==> src/rtl/alu_pkg.sv <==
// Shared ALU encodings, RV32 opcode/funct3 constants and the issue-slot entry type.
package alu_pkg;

   localparam int XLEN_C = 32;

   localparam logic [3:0] ALU_ADD = 4'b0010;
   localparam logic [3:0] ALU_SUB = 4'b0110;
   localparam logic [3:0] ALU_AND = 4'b0000;
   localparam logic [3:0] ALU_OR  = 4'b0001;
   localparam logic [3:0] ALU_XOR = 4'b0011;

   localparam logic [6:0] OP_R      = 7'b0110011;
   localparam logic [6:0] OP_I      = 7'b0010011;
   localparam logic [6:0] OP_LOAD   = 7'b0000011;
   localparam logic [6:0] OP_STORE  = 7'b0100011;
   localparam logic [6:0] OP_BRANCH = 7'b1100011;

   localparam logic [2:0] F3_ADD = 3'b000;
   localparam logic [2:0] F3_XOR = 3'b100;
   localparam logic [2:0] F3_OR  = 3'b110;
   localparam logic [2:0] F3_AND = 3'b111;

   typedef struct packed {
      logic [XLEN_C-1:0] data1;
      logic [XLEN_C-1:0] data2;
      logic [3:0]        alu_control;
      logic              illegal;
   } issue_entry_t;

   localparam issue_entry_t ENTRY_ZERO = '0;

endpackage

==> src/rtl/alu_issue_decode.sv <==
// Combinational RV32 ALU op decoder; shared with the branch unit.
module alu_op_decode
   import alu_pkg::*;
(
   input  logic [6:0] opcode,
   input  logic [2:0] funct3,
   input  logic       funct7_5,
   output logic [3:0] alu_control,
   output logic       use_imm,
   output logic       illegal
);

   // Unsupported encodings fall through to AND (0000) with illegal set.
   always_comb begin
      alu_control = ALU_AND;
      use_imm     = 1'b0;
      illegal     = 1'b0;
      unique case (opcode)
         OP_R, OP_I: begin
            use_imm = (opcode == OP_I);
            case (funct3)
               F3_ADD:  alu_control = (opcode == OP_R && funct7_5) ? ALU_SUB : ALU_ADD;
               F3_XOR:  alu_control = ALU_XOR;
               F3_OR:   alu_control = ALU_OR;
               F3_AND:  alu_control = ALU_AND;
               default: illegal     = 1'b1;
            endcase
         end
         OP_LOAD, OP_STORE: begin
            alu_control = ALU_ADD;
            use_imm     = 1'b1;
         end
         OP_BRANCH: alu_control = ALU_SUB;
         default:   illegal     = 1'b1;
      endcase
   end

endmodule

==> src/rtl/alu_issue.sv <==
// ALU issue slot: decodes operands/op and hands them to execute through a
// registered output stage backed by a one-entry skid register.
//
// state | meaning
// EMPTY | nothing buffered, out_valid=0
// ONE   | output register holds an op
// FULL  | output and skid both hold ops, in_ready=0
module alu_issue
   import alu_pkg::*;
#(
   parameter int XLEN           = 32,
   parameter bit ILLEGAL_AS_NOP = 1'b1
) (
   input  logic            clk,
   input  logic            reset,
   input  logic            flush,
   input  logic            in_valid,
   output logic            in_ready,
   input  logic [6:0]      opcode,
   input  logic [2:0]      funct3,
   input  logic            funct7_5,
   input  logic [XLEN-1:0] rs1_data,
   input  logic [XLEN-1:0] rs2_data,
   input  logic [XLEN-1:0] imm,
   output logic            out_valid,
   input  logic            out_ready,
   output logic [XLEN-1:0] data1,
   output logic [XLEN-1:0] data2,
   output logic [3:0]      alu_control,
   output logic            illegal,
   output logic            illegal_pulse
);

   typedef enum logic [1:0] {
      ST_EMPTY = 2'd0,
      ST_ONE   = 2'd1,
      ST_FULL  = 2'd2
   } issue_state_e;

   issue_state_e state_q, state_d;
   issue_entry_t out_q, out_d;
   issue_entry_t skid_q, skid_d;
   logic         in_ready_q, in_ready_d;
   logic         illegal_pulse_q, illegal_pulse_d;

   logic [3:0]   dec_alu_control;
   logic         dec_use_imm;
   logic         dec_illegal;
   issue_entry_t new_entry;
   logic         accept;
   logic         push;
   logic         pop;

   alu_op_decode u_decode (
      .opcode      (opcode),
      .funct3      (funct3),
      .funct7_5    (funct7_5),
      .alu_control (dec_alu_control),
      .use_imm     (dec_use_imm),
      .illegal     (dec_illegal)
   );

   // Build the candidate entry and the accept/push/pop strobes.
   always_comb begin
      new_entry.data1       = rs1_data;
      new_entry.data2       = dec_use_imm ? imm : rs2_data;
      new_entry.alu_control = dec_illegal ? ALU_AND : dec_alu_control;
      new_entry.illegal     = dec_illegal;
      accept = in_valid && in_ready_q && !flush;
      // Dropped illegal ops are still accepted (and pulsed) but never stored.
      push   = accept && (!dec_illegal || ILLEGAL_AS_NOP);
      pop    = (state_q != ST_EMPTY) && out_ready;
   end

   // Next-state, buffer moves and the registered ready/pulse outputs.
   always_comb begin
      state_d         = state_q;
      out_d           = out_q;
      skid_d          = skid_q;
      illegal_pulse_d = accept && dec_illegal;
      unique case (state_q)
         ST_EMPTY: begin
            if (push) begin
               out_d   = new_entry;
               state_d = ST_ONE;
            end
         end
         ST_ONE: begin
            if (push && pop) begin
               out_d = new_entry;
            end else if (push) begin
               skid_d  = new_entry;
               state_d = ST_FULL;
            end else if (pop) begin
               state_d = ST_EMPTY;
            end
         end
         ST_FULL: begin
            if (pop) begin
               out_d   = skid_q;
               state_d = ST_ONE;
            end
         end
         default: state_d = ST_EMPTY;
      endcase
      if (flush) begin
         state_d = ST_EMPTY;
      end
      in_ready_d = (state_d != ST_FULL);
   end

   // State and data registers; reset also clears data for deterministic sims.
   always_ff @(posedge clk) begin
      if (reset) begin
         state_q         <= ST_EMPTY;
         out_q           <= ENTRY_ZERO;
         skid_q          <= ENTRY_ZERO;
         in_ready_q      <= 1'b1;
         illegal_pulse_q <= 1'b0;
      end else begin
         state_q         <= state_d;
         out_q           <= out_d;
         skid_q          <= skid_d;
         in_ready_q      <= in_ready_d;
         illegal_pulse_q <= illegal_pulse_d;
      end
   end

   assign in_ready      = in_ready_q;
   assign out_valid     = (state_q != ST_EMPTY);
   assign data1         = out_q.data1;
   assign data2         = out_q.data2;
   assign alu_control   = out_q.alu_control;
   assign illegal       = out_q.illegal;
   assign illegal_pulse = illegal_pulse_q;

endmodule

==> config.mk <==
export PLATFORM = sky130hd
export DESIGN_NAME = alu_issue
export DESIGN_NICKNAME = d
export VERILOG_FILES = /design/src/rtl/alu_pkg.sv /design/src/rtl/alu_issue_decode.sv /design/src/rtl/alu_issue.sv
export SDC_FILE = /design/constraint.sdc
export NUM_CORES = 1
export LEC_CHECK = 0
export ABC_AREA = 1
export BUFFER_PORTS_ARGS = -buffer_cell sky130_fd_sc_hd__buf_4
export CORE_MARGIN = 2
export CORE_UTILIZATION = 57
export CTS_CLUSTER_DIAMETER = 150
export DETAILED_ROUTE_END_ITERATION = 6
export PLACE_DENSITY = 0.86
export SKIP_CTS_REPAIR_TIMING = 1
export SYNTH_ARGS = -nofsm -noshare
export SYNTH_HDL_FRONTEND = slang
export SYNTH_HIERARCHICAL = 1
export SYNTH_SLANG_ARGS = --single-unit
==> constraint.sdc <==
create_clock -name clk -period 2.9 [get_ports clk]
set_input_delay 0.29 -clock clk [delete_from_list [all_inputs] [get_ports clk]]
set_output_delay 0.29 -clock clk [all_outputs]
set_load 0.02 [all_outputs]
==> flow_metrics.py <==
metrics = {
    "power_and_ir_drop": {
        "pwr-share-clk_pct": 41.3,
        "power.total_mw": 4.60,
        "power_frac_seq_pct": 45.0,
        "p_int_mw": 3.46,
        "power.density_nw_per_um2": 531,
        "leakagePower_nw": 4.58,
        "power_switching_mw": 1.14,
        "peakVddDrop_mv": 0.335,
        "swShare_pct": 24.8,
        "p_comb_share_pct": 13.7,
    },
    "critical_path": {
        "end_kind": "register",
        "cp_data_required_time_ps": 3240,
        "crit_chain": "inv_2, nand3_2, nor2_4, inv_2, buf_4, nand2_1, a21oi_1",
        "r2r_cells": 7,
        "reg2reg_slack_ps": 1040,
        "rr_startpoint": "state_q[1]$_SDFF_PP0_",
        "critPathKind": "register to register",
        "start_kind": "register",
        "reg2reg_to": "skid_q[8]$_SDFFE_PP0P_",
        "cp.arrival_ps": 2200,
        "path_buf_inv": 3,
        "critPathMostFrequentCell": "inv_2",
        "crit_path_max_incr_delay_ps": 500,
        "cpMaxStageDelayCell": "buf_4",
        "path_delay_family": "buffers and inverters",
        "crit_path_max_fanout": 39,
    },
    "final_layout": {
        "antenna_cells": 0,
        "final_layout_size_suffix_gt1_share_pct": 18.3,
        "fin_nets": 1381,
        "final_common_cell": "nand2_1",
        "final_cell_mix": "454 x nand2_1, 215 x nor2_1, 188 x buf_4, 142 x dfxtp_1, 112 x inv_1",
        "stdcell_count": 1427,
        "area_growth_pct": 26.4,
    },
    "synthesis": {
        "synth_adder_area_share_pct": 0,
        "synth_compound_area_share_pct": 7.75,
        "ys_seq_elements": 142,
        "synth_top_family_by_area": "simple AND/OR/NAND/NOR gates",
        "synthSimpleGateAreaFrac_pct": 38.7,
        "synthesis.area_um2": 6850,
        "syn_inst": 1125,
        "muxShareOfSynthArea_pct": 0,
        "synth_area_leaders": "dfxtp_1 42%, nand2_1 25%, nor2_1 12%, inv_1 6.1%, o21ai_0 5.0%",
        "yosys.area.top_type": "dfxtp_1",
        "ys_seq_area_share_pct": 41.5,
        "synth_nets": 1237,
        "synth-xor-area-share_pct": 0,
        "yosys_warnings": 6,
        "syn_area_per_cell_um2": 6.09,
        "synth_top_area_share_pct": 41.5,
        "yosys.cell_types.count": 20,
    },
    "floorplan": {
        "row_count": 40,
        "die_h_um": 114,
        "die_x_um": 114,
        "design.die.area_um2": 12900,
        "ios": 184,
        "start_util_pct": 57.7,
        "coreArea_um2": 11900,
    },
    "route": {
        "route.detailed.drc": 0,
        "drt-total-wl_um": 16900,
        "drtPass1Iterations": 5,
        "wl_per_cell_um": 11.9,
        "vias_per_cell": 4.83,
        "antenna_left": 0,
        "drt-initial-drc-count": 683,
        "via_count": 6887,
    },
    "timing": {
        "fin_tns_setup_ps": 0,
        "slew_viol_final": 0,
        "hold_viol_final": 0,
        "max_freq_mhz": 538,
        "fin_crit_sh_pct": 64.1,
        "finClkSkew_ps": 3.93,
        "setup_viol": 0,
        "tightest_slew_ps": 779,
        "post-route-min-period_ps": 1860,
        "relSlewSlack_pct": 48.1,
        "rsz0062_at_grt": "false",
    },
    "flow_run": {
        "cap_violations": 0,
    },
    "global_routing": {
        "grt_pass1_vias": 6077,
        "antenna_found_initial": 0,
        "grt_usage_pct": 26.5,
        "grt-ovfl-total": 0,
        "grt_max_degree": 99,
        "grt_pass1_wl_um": 27800,
    },
    "placed_design": {
        "hpwlAfterDp_um": 10500,
        "dp.cells": 1397,
        "portBuffers": 183,
        "routabilityCongestion": 0.820,
    },
    "cts": {
        "clk_pin_slew_worst_paths_ps": 50,
        "clk_latency_ps": 410,
        "clk_path_buf_depth": 2,
        "root_buffer": "clkbuf_16",
        "numCtsBuffers": 17,
        "clock-sinks": 142,
        "cts_max_level": 4,
        "tritoncts": "done",
    },
    "min_path": {
        "hp-start": "rs1_data[29]",
        "hold_path_class": "input pin to register",
        "worstHoldEndpoint": "skid_q[66]$_SDFFE_PP0P_",
        "whs_path_depth": 3,
    },
    "run_status": {
        "outcome": "finished clean",
    },
}
==> logic make-up after synthesis <==
kind of cell / after synthesis
compound gates: 106
buf+inv: 187
flops: 142
other cells: 1
simple gates: 689
==> cells in the mapped netlist, drive strengths merged <==
| cell | count |
|---|---|
| nand2 | 458 |
| nor2 | 221 |
| dfxtp | 142 |
| inv | 120 |
| o21ai | 69 |
| buf | 46 |
| a21oi | 37 |
| clkbuf | 20 |
| nand3 | 8 |
| clkinv | 1 |
| conb | 1 |
| nand4 | 1 |
| nor3 | 1 |
==> how the worst max path moves through the flow <==
stage | startpoint | to | slack (ps) | cells past startpoint
after floorplan | opcode[3] | data2[0]$_SDFFE_PP0P_ | 1370 | 12
after global placement | opcode[3] | data2[5]$_SDFFE_PP0P_ | 980 | 12
after detailed placement | opcode[3] | data2[24]$_SDFFE_PP0P_ | 950 | 12
after CTS | state_q[1]$_SDFF_PP0_ | skid_q[8]$_SDFFE_PP0P_ | 1050 | 7
after global routing | in_ready$_SDFF_PP1_ | data1[24]$_SDFFE_PP0P_ | 880 | 7
final | state_q[1]$_SDFF_PP0_ | skid_q[8]$_SDFFE_PP0P_ | 1040 | 7
==> sequential cells by signal, indices dropped and copies added, names as in the netlist <==
name / flops
data2: 32
illegal_pulse: 1
state_q: 2
skid_q: 69
data1: 32
illegal: 1
alu_control: 4
in_ready: 1
==> power by group through the flow <==
| stage | sequential [mW] | combinational, mW | clock (mW) |
|---|---|---|---|
| finish | 2.07 | 0.629 | 1.90 |
| global placement | 2.11 | 0.620 | 0 |
| floorplan | 2.19 | 0.275 | 0 |
| global route | 2.07 | 0.704 | 2.02 |
| detailed placement | 2.11 | 0.627 | 0 |
| CTS | 2.07 | 0.632 | 1.93 |
==> worst min-delay path, delay by kind of cell <==
| family | cells | cell delay (ps) |
|---|---|---|
| buffers and inverters | 1 | 80 |
| and+or+nand+nor | 2 | 110 |
==> per-layer routing <==
metal	global-route usage [%]	vias up	routed length, um
li1	-	3618	-
met1	34.1	2976	7430
met2	43.6	275	7780
met3	6.91	18	1450
met4	8.94	0	257
met5	0	-	0
==> through the flow <==
stage	instance area, um^2	worst slack, ps	util (%)	hold slack [ps]
after CTS	8650	1050	73.0	99.5
after global routing	8650	883	73.0	102
final	8650	1040	73.0	111
after global placement	8150	978	68.7	448
after detailed placement	8150	945	68.7	453
after floorplan	6850	1370	-	425
==> cell type report <==
| type | count | area, um^2 |
|---|---|---|
| Fill cell | 1013 | 3210 |
| Tap cell | 147 | 184 |
| Clock inverter | 1 | 5.00 |
| Sequential cell | 142 | 2840 |
| Multi-Input combinational cell | 796 | 3200 |
| Inverter | 121 | 454 |
| Clock buffer | 29 | 500 |
| Timing Repair Buffer | 191 | 1470 |
Note: power is estimated with default switching activity, not from simulation.
